--- src/rtl/ps2_key_ctrl.sv ---
// rtl/ps2_key_ctrl.sv - PS/2 scan-code decoder: pops the receiver FIFO and tracks make/break key state
module ps2_key_ctrl (
    input  logic       i_clk,
    input  logic       i_rst,
    input  logic       i_en,
    input  logic [7:0] i_ps2_data,
    input  logic       i_ps2_ready,
    input  logic       i_ps2_overflow,
    input  logic       i_ovf_clr,
    output logic       o_nextdata_n,
    output logic [7:0] o_key_code,
    output logic       o_key_ext,
    output logic       o_key_valid,
    output logic       o_key_press,
    output logic [7:0] o_key_count,
    output logic       o_overflow
);

    localparam logic [7:0] PREFIX_EXT = 8'hE0;
    localparam logic [7:0] PREFIX_BRK = 8'hF0;

    typedef enum logic [1:0] {
        ST_IDLE,
        ST_POP,
        ST_DECODE,
        ST_WAIT
    } state_t;

    state_t     state;
    logic [7:0] byte_q;
    logic       ext_q;
    logic       brk_q;
    logic       held_match;

    // The byte plus pending E0 prefix names the same key that is currently reported as held
    assign held_match = o_key_valid && (o_key_code == byte_q) && (o_key_ext == ext_q);

    always_ff @(posedge i_clk) begin
        if (i_rst) begin
            state        <= ST_IDLE;
            byte_q       <= 8'h00;
            ext_q        <= 1'b0;
            brk_q        <= 1'b0;
            o_nextdata_n <= 1'b1;
            o_key_code   <= 8'h00;
            o_key_ext    <= 1'b0;
            o_key_valid  <= 1'b0;
            o_key_press  <= 1'b0;
            o_key_count  <= 8'h00;
            o_overflow   <= 1'b0;
        end else begin
            o_key_press <= 1'b0;

            if (i_ps2_overflow) begin
                o_overflow <= 1'b1;
            end else if (i_ovf_clr) begin
                o_overflow <= 1'b0;
            end

            case (state)
                ST_IDLE: begin
                    o_nextdata_n <= 1'b1;
                    if (i_en && i_ps2_ready) begin
                        byte_q       <= i_ps2_data;
                        o_nextdata_n <= 1'b0;
                        state        <= ST_POP;
                    end
                end
                ST_POP: begin
                    o_nextdata_n <= 1'b1;
                    state        <= ST_DECODE;
                end
                ST_DECODE: begin
                    state <= ST_WAIT;
                    if (byte_q == PREFIX_EXT) begin
                        ext_q <= 1'b1;
                    end else if (byte_q == PREFIX_BRK) begin
                        brk_q <= 1'b1;
                    end else begin
                        ext_q <= 1'b0;
                        brk_q <= 1'b0;
                        if (brk_q) begin
                            if (held_match) begin
                                o_key_valid <= 1'b0;
                            end
                        end else if (!held_match) begin
                            // Typematic repeats of the held key fall through without a press
                            o_key_code  <= byte_q;
                            o_key_ext   <= ext_q;
                            o_key_valid <= 1'b1;
                            o_key_count <= o_key_count + 8'd1;
                            o_key_press <= 1'b1;
                        end
                    end
                end
                ST_WAIT: begin
                    state <= ST_IDLE;
                end
                default: begin
                    state        <= ST_IDLE;
                    o_nextdata_n <= 1'b1;
                end
            endcase
        end
    end

endmodule
--- config.mk ---
export PLATFORM = sky130hd
export DESIGN_NAME = ps2_key_ctrl
export DESIGN_NICKNAME = d
export VERILOG_FILES = /design/src/rtl/ps2_key_ctrl.sv
export SDC_FILE = /design/constraint.sdc
export NUM_CORES = 1
export LEC_CHECK = 0
export CORE_UTILIZATION = 45
export CTS_BUF_LIST = sky130_fd_sc_hd__clkbuf_2
export CTS_CLUSTER_DIAMETER = 80
export DETAILED_ROUTE_END_ITERATION = 8
export GPL_ROUTABILITY_DRIVEN = 0
export PLACE_DENSITY = 0.71
export SETUP_SLACK_MARGIN = 0.5
export SLEW_MARGIN = 20
export SYNTH_ARGS = -nofsm -noshare
export SYNTH_HDL_FRONTEND = slang
export SYNTH_SLANG_ARGS = --single-unit
--- constraint.sdc ---
create_clock -name i_clk -period 4.7 [get_ports i_clk]
set_input_delay 1.41 -clock i_clk [delete_from_list [all_inputs] [get_ports i_clk]]
set_output_delay 1.41 -clock i_clk [all_outputs]
set_load 0.02 [all_outputs]
==> results of run 1 <==
==> worst paths after layout <==
kind               endpoint  slack [ns]  depth (start not counted)
max          o_key_count[0]        1.86                          1
min             o_key_press        0.50                          1
max reg2reg  o_key_count[6]        2.69                          7
min reg2reg     o_key_press        0.50                          1
==> sequential cells by signal, indices dropped and copies added (netlist names) <==
signal and flops:
brk_q 1, byte_q 8, ext_q 1, o_key_code 8, o_key_count 8, o_key_ext 1, o_key_press 1, o_key_valid 1
o_nextdata_n 1, o_overflow 1, state 2
==> cell type report <==
type / instances / area share
Clock inverter: 2 / 0.00539
Tap cell: 44 / 0.0296
Inverter: 5 / 0.0101
Multi-Input combinational cell: 117 / 0.396
Sequential cell: 33 / 0.356
Clock buffer: 6 / 0.0162
Timing Repair Buffer: 35 / 0.187
==> metal layers <==
layer / up-vias / part of all wire / routed length (um)
met5: - / 0 / 0
met4: 0 / 0.010 / 29
met3: 4 / 0.042 / 119
met2: 25 / 0.48 / 1370
met1: 533 / 0.47 / 1340
li1: 632 / - / -
==> Yosys cell counts <==
| cell type | n | area share |
|---|---|---|
| buf_8 | 1 | 0.010 |
| and3_1 | 1 | 0.0043 |
| o21a_1 | 1 | 0.0052 |
| o211ai_4 | 1 | 0.015 |
| ha_1 | 5 | 0.043 |
| nor3_1 | 2 | 0.0069 |
| mux2i_1 | 8 | 0.055 |
| nand2_1 | 24 | 0.062 |
| o211ai_1 | 1 | 0.0052 |
| nand3_1 | 5 | 0.017 |
| nor4b_1 | 1 | 0.0060 |
| inv_1 | 5 | 0.013 |
| clkbuf_1 | 5 | 0.013 |
| o2111ai_1 | 1 | 0.0060 |
| o21ba_2 | 1 | 0.0069 |
| xnor2_1 | 1 | 0.0060 |
| a21oi_1 | 17 | 0.058 |
| xor2_1 | 11 | 0.066 |
| or4b_1 | 1 | 0.0069 |
| o31ai_1 | 1 | 0.0052 |
| and4_1 | 1 | 0.0060 |
| nor2b_1 | 1 | 0.0043 |
| o21ai_2 | 1 | 0.0060 |
| dfxtp_1 | 33 | 0.45 |
| nand3b_1 | 1 | 0.0052 |
| o31a_1 | 1 | 0.0060 |
| nor4_1 | 3 | 0.013 |
| o21ai_0 | 5 | 0.017 |
| a311oi_1 | 1 | 0.0060 |
| buf_2 | 2 | 0.0069 |
| nand4_1 | 2 | 0.0086 |
| or3_1 | 2 | 0.0086 |
| nor2_1 | 15 | 0.039 |
| or4_1 | 2 | 0.010 |
==> through the flow <==
stage / setup WS [ns] / util / cell area (um^2) / total power [mW]
after global routing: 1.79 / 0.608 / 1860 / 0.733
final: 1.86 / 0.608 / 1860 / 0.681
after global placement: 1.87 / 0.595 / 1820 / 0.549
after detailed placement: 1.84 / 0.595 / 1820 / 0.560
after CTS: 1.85 / 0.608 / 1860 / 0.687
after floorplan: 2.55 / - / 1460 / 0.502
==> cell families (layout without fill, tap and decap cells) <==
family	count (synthesis)	in the layout	synth area share
and+or+nand+nor	61	61	0.197
DFF	33	33	0.453
AOI/OAI and AO/OA	31	31	0.136
buffers and inverters	13	48	0.0429
xor gates and xnor gates	12	12	0.0721
muxes	8	8	0.0549
adders and majority gates	5	5	0.0429
==> where the power goes <==
group / internal, mW / leakage [nW] / switching (mW)
combinational: 0.0954 / 0.490 / 0.120
sequential: 0.310 / 0.268 / 0.0279
clock: 0.0374 / 0.0327 / 0.0898
total: 0.443 / 0.791 / 0.238
==> results.py, run 1 <==
metrics = {
    "floorplan": {
        "dieArea_um2": 3470,
        "io_pins": 35,
        "die_x_um": 58.9,
        "start_util": 0.477,
        "core_um2": 3050,
        "rows": 20,
        "fp.dieH_um": 58.9,
    },
    "place": {
        "dp_hpwl_mm": 2.09,
        "place_inst": 234,
        "portBuffers": 34,
    },
    "grt": {
        "use_met1": 0.217,
        "gr-usage-met2": 0.313,
        "grt_overflow": 0,
        "grt_util_all_layers": 0.185,
        "first_global_vias": 1097,
        "grt_first_pass_wirelength_mm": 4.75,
        "grt_max_degree": 20,
        "grt-busiest-layer": "met2",
        "grt_use_met3": 0.0593,
        "grt_antenna_before_repair": 0,
    },
    "drt": {
        "first_pass_iters": 4,
        "vias": 1194,
        "viasPerCell": 4.93,
        "drtAntennaViolNets": 0,
        "drt_iter0_markers": 45,
        "wl_per_cell_um": 11.8,
        "drt_wl_total_mm": 2.85,
        "drc_errors": 0,
    },
    "cts": {
        "cts-resized-gates": 0,
        "cts_tree": "done",
        "worstSkewPairLatency_ns": 0.36,
        "post_cts_buffers": 0,
        "cts.sinks": 33,
        "clk_pin_slew_ns": 0.16,
        "hold_buffers": 0,
        "htreeDepth": 2,
        "root_buffer": "clkbuf_2",
        "cts_buffers": 5,
        "clockBufferDepth": 2,
    },
    "critical_path": {
        "r2r_start": "byte_q[4]",
        "startpoint": "o_key_count[0]",
        "crit_buf_inv": 1,
        "cp_top_family": "buffers and inverters",
        "max_stage_delay_ns": 0.64,
        "critPathArrivalTime_ns": 1.43,
        "worstPathCellList": "clkdlybuf4s50_1",
        "cp_max_fo": 4,
        "worstPathRequired_ns": 3.29,
        "critPathLaunchType": "register",
        "cpMaxStageDelayCell": "clkdlybuf4s50_1",
        "setup.worst_path.class": "reg2out",
        "endpoint_kind": "output pin",
    },
    "yosys": {
        "syn_nets": 182,
        "synth.avg_cell_area_um2": 8.94,
        "synth_area_um2": 1460,
        "synth_seq_cells": 33,
        "synth_cell_types": 34,
        "synth-seq-area-share": 0.453,
        "synth_cells": 163,
        "yosys_warnings": 0,
    },
    "layout": {
        "multi_input_area_um2": 734,
        "diodes": 0,
        "fill_cells": 298,
        "final_cell_mix": "34 x clkdlybuf4s50_1, 33 x dfxtp_1, 24 x nand2_1, 17 x a21oi_1, 15 x nor2_1",
        "final_common_cell": "clkdlybuf4s50_1",
        "area.sequential_um2": 661,
        "nets": 216,
        "drive_above_1_share": 0.0606,
        "syn_to_final_growth_pct": 27.4,
        "fin_cells": 242,
    },
    "sta": {
        "final_max_slew_viol_count": 0,
        "finalCritPeriodShare": 0.604,
        "setup_violations": 0,
        "period_needed_ns": 2.84,
        "whs_ns": 0.500,
        "tns_ns": 0,
        "worst_pin_slew_ns": 0.539,
        "finalClockSkew_ns": 0.00749,
        "rsz0062_at_grt": "no",
        "slew_headroom": 0.639,
        "maxClockFrequency_mhz": 352,
        "timing_hold_violations_final": 0,
    },
    "hold_path": {
        "hp-start": "brk_q",
        "hp-class": "reg2reg",
    },
    "power_and_ir_drop": {
        "powerDensity_nw_per_um2": 367,
        "ir_worst_vdd_mv": 0.223,
        "p_leak_nw": 0.791,
    },
    "status": {
        "status": "complete, no violations",
    },
    "run": {
        "maxCapViolCount": 0,
    },
}
Note: power is estimated with default switching activity, not from simulation.
==> run 2, diff against run 1 <==
- PLACE_DENSITY: 0.71 -> 0.73
- clock period: 4.7 -> 2.35 ns (I/O delays scaled with it)
==> run 2 against run 1 <==
Total power up 110%. Sequential cell count unchanged. Clock power up 110%. Largest cell class unchanged. Largest power group unchanged.
==> results.py, run 2 (synthesized netlist as in run 1, its figures left out) <==
metrics = {
    "cts": {
        "cts_tree": "done",
        "worstSkewPairLatency_ns": 0.37,
        "root_buffer": "clkbuf_2",
        "hold_buffers": 0,
        "clockBufferDepth": 2,
        "cts.sinks": 33,
        "cts_buffers": 5,
        "htreeDepth": 2,
        "clk_pin_slew_ns": 0.15,
    },
    "sta": {
        "worst_pin_slew_ns": 0.340,
        "period_needed_ns": 1.94,
        "maxClockFrequency_mhz": 516,
        "rsz0062_at_grt": "yes",
        "finalCritPeriodShare": 0.825,
        "worst_slack_ns": 0.411,
        "tns_ns": 0,
        "finalClockSkew_ns": 0.00203,
        "timing_hold_violations_final": 0,
        "slew_headroom": 0.770,
        "setup_violations": 0,
        "final_max_slew_viol_count": 0,
    },
    "floorplan": {
        "die_x_um": 58.9,
        "rows": 20,
        "io_pins": 35,
        "fp.dieH_um": 58.9,
        "core_um2": 3050,
        "start_util": 0.477,
        "dieArea_um2": 3470,
    },
    "place": {
        "place_ws_ns": 0.427,
        "dp_hpwl_mm": 2.21,
        "portBuffers": 34,
    },
    "layout": {
        "top_regs": "byte_q (8), o_key_code (8), o_key_count (8)",
        "final_cell_mix": "24 x nand2_1, 22 x dfxtp_1, 19 x clkbuf_2, 16 x a21oi_1, 15 x nor2_1",
        "drive_above_1_share": 0.235,
        "final_common_cell": "nand2_1",
        "syn_to_final_growth_pct": 32.1,
        "nets": 222,
        "diodes": 0,
    },
    "grt": {
        "grt_max_degree": 22,
        "grt_overflow": 0,
        "grt_first_pass_wirelength_mm": 5.12,
        "first_global_vias": 1159,
        "grt_util_all_layers": 0.200,
        "grt_antenna_before_repair": 0,
    },
    "critical_path": {
        "cp_max_fo": 11,
        "r2r_cells": 8,
        "r2r_start": "o_key_code[5]",
        "setup.worst_path.class": "reg2reg",
        "critPathArrivalTime_ns": 2.22,
        "cpMaxStageDelayCell": "dfxtp_1",
        "worstPathRequired_ns": 2.63,
        "worstPathCellList": "xor2_2 -> nor4_2 -> nand4_1 -> ha_4 -> o211ai_4 -> buf_12 -> mux2i_1 -> nor2_1",
        "critPathLaunchType": "register",
        "critPathCapture": "o_key_code[5]",
        "startpoint": "o_key_code[5]",
        "endpoint_kind": "register",
        "max_stage_delay_ns": 0.38,
        "rrSetupSlack_ns": 0.41,
        "r2r_end": "o_key_code[5]",
    },
    "drt": {
        "drtAntennaViolNets": 0,
        "drt_wl_total_mm": 3.10,
        "drt_iter0_markers": 63,
        "viasPerCell": 5.11,
        "drc_errors": 0,
        "wl_per_cell_um": 12.5,
        "vias": 1267,
        "first_pass_iters": 4,
    },
    "power_and_ir_drop": {
        "ir_worst_vdd_mv": 0.430,
        "powerDensity_nw_per_um2": 750,
        "p_leak_nw": 0.864,
    },
    "run": {
        "maxCapViolCount": 0,
    },
    "hold_path": {
        "hp-class": "reg2reg",
    },
    "status": {
        "status": "complete, no violations",
    },
}
run 2: layer usage:
| metal | wire length, um | up-vias | GRT usage |
|---|---|---|---|
| met2 | 1510 | 35 | 0.325 |
| met1 | 1380 | 582 | 0.245 |
| met5 | 0 | - | 0 |
| met3 | 137 | 10 | 0.0659 |
| li1 | - | 640 | - |
| met4 | 65 | 0 | 0.0816 |
run 2: critical path, delay by kind of cell (launching register included):
kind                     cells  cell delay (ns)
adder cells (fa/ha/maj)      1             0.25
XOR/XNOR                     1             0.19
AND/OR/NAND/NOR              3             0.58
AO/OA/AOI/OAI                1             0.08
buffers and inverters        1             0.17
flip-flops                   1             0.38
multiplexers                 1             0.20
run 2: worst min path at each step:
stage / startpoint / endpoint / slack (ns) / cells past startpoint
final: byte_q[6] / byte_q[6] / 0.50 / 2
after global routing: o_key_code[0] / o_key_code[0] / 0.52 / 2
after detailed placement: brk_q / o_key_press / 0.47 / 1
after global placement: o_overflow / o_overflow / 0.47 / 2
after floorplan: brk_q / o_key_press / 0.44 / 1
after CTS: brk_q / o_key_press / 0.50 / 1
run 2: report_power, final:
group | leakage [nW] | switching (mW) | internal, mW
clock network | 0.0332 | 0.183 | 0.0878
registers | 0.274 | 0.0552 | 0.626
logic | 0.557 | 0.265 | 0.227
run 2: layout make-up:
type                       instances  area (um^2)
fill                             286         1130
multi-input combinational        117          783
sequential                        33          682
timing repair buffer              41          347
tap                               44         55.1
clock buffer                       8         40.0
inverter                           5         18.8
run 2: what timing repair did:
| item | CTS | global route |
|---|---|---|
| endpoints found under the setup margin | 31 | 36 |
| buffers inserted | 2 | 2 |
| pin swaps | 5 | 2 |
| gates resized for setup | 32 | 39 |
run 2: stage by stage:
step / instance area (um^2) / total power [mW] / hold slack (ns) / cells / util
3_5_place_dp: 1830 / 1.13 / 0.472 / 236 / 0.601
3_3_place_gp: 1830 / 1.12 / 0.467 / 236 / 0.601
4_1_cts: 1900 / 1.43 / 0.496 / 246 / 0.622
2_1_floorplan: 1460 / 1.00 / 0.439 / 163 / -
6_report: 1930 / 1.44 / 0.497 / 248 / 0.631
5_1_grt: 1930 / 1.54 / 0.522 / 248 / 0.631
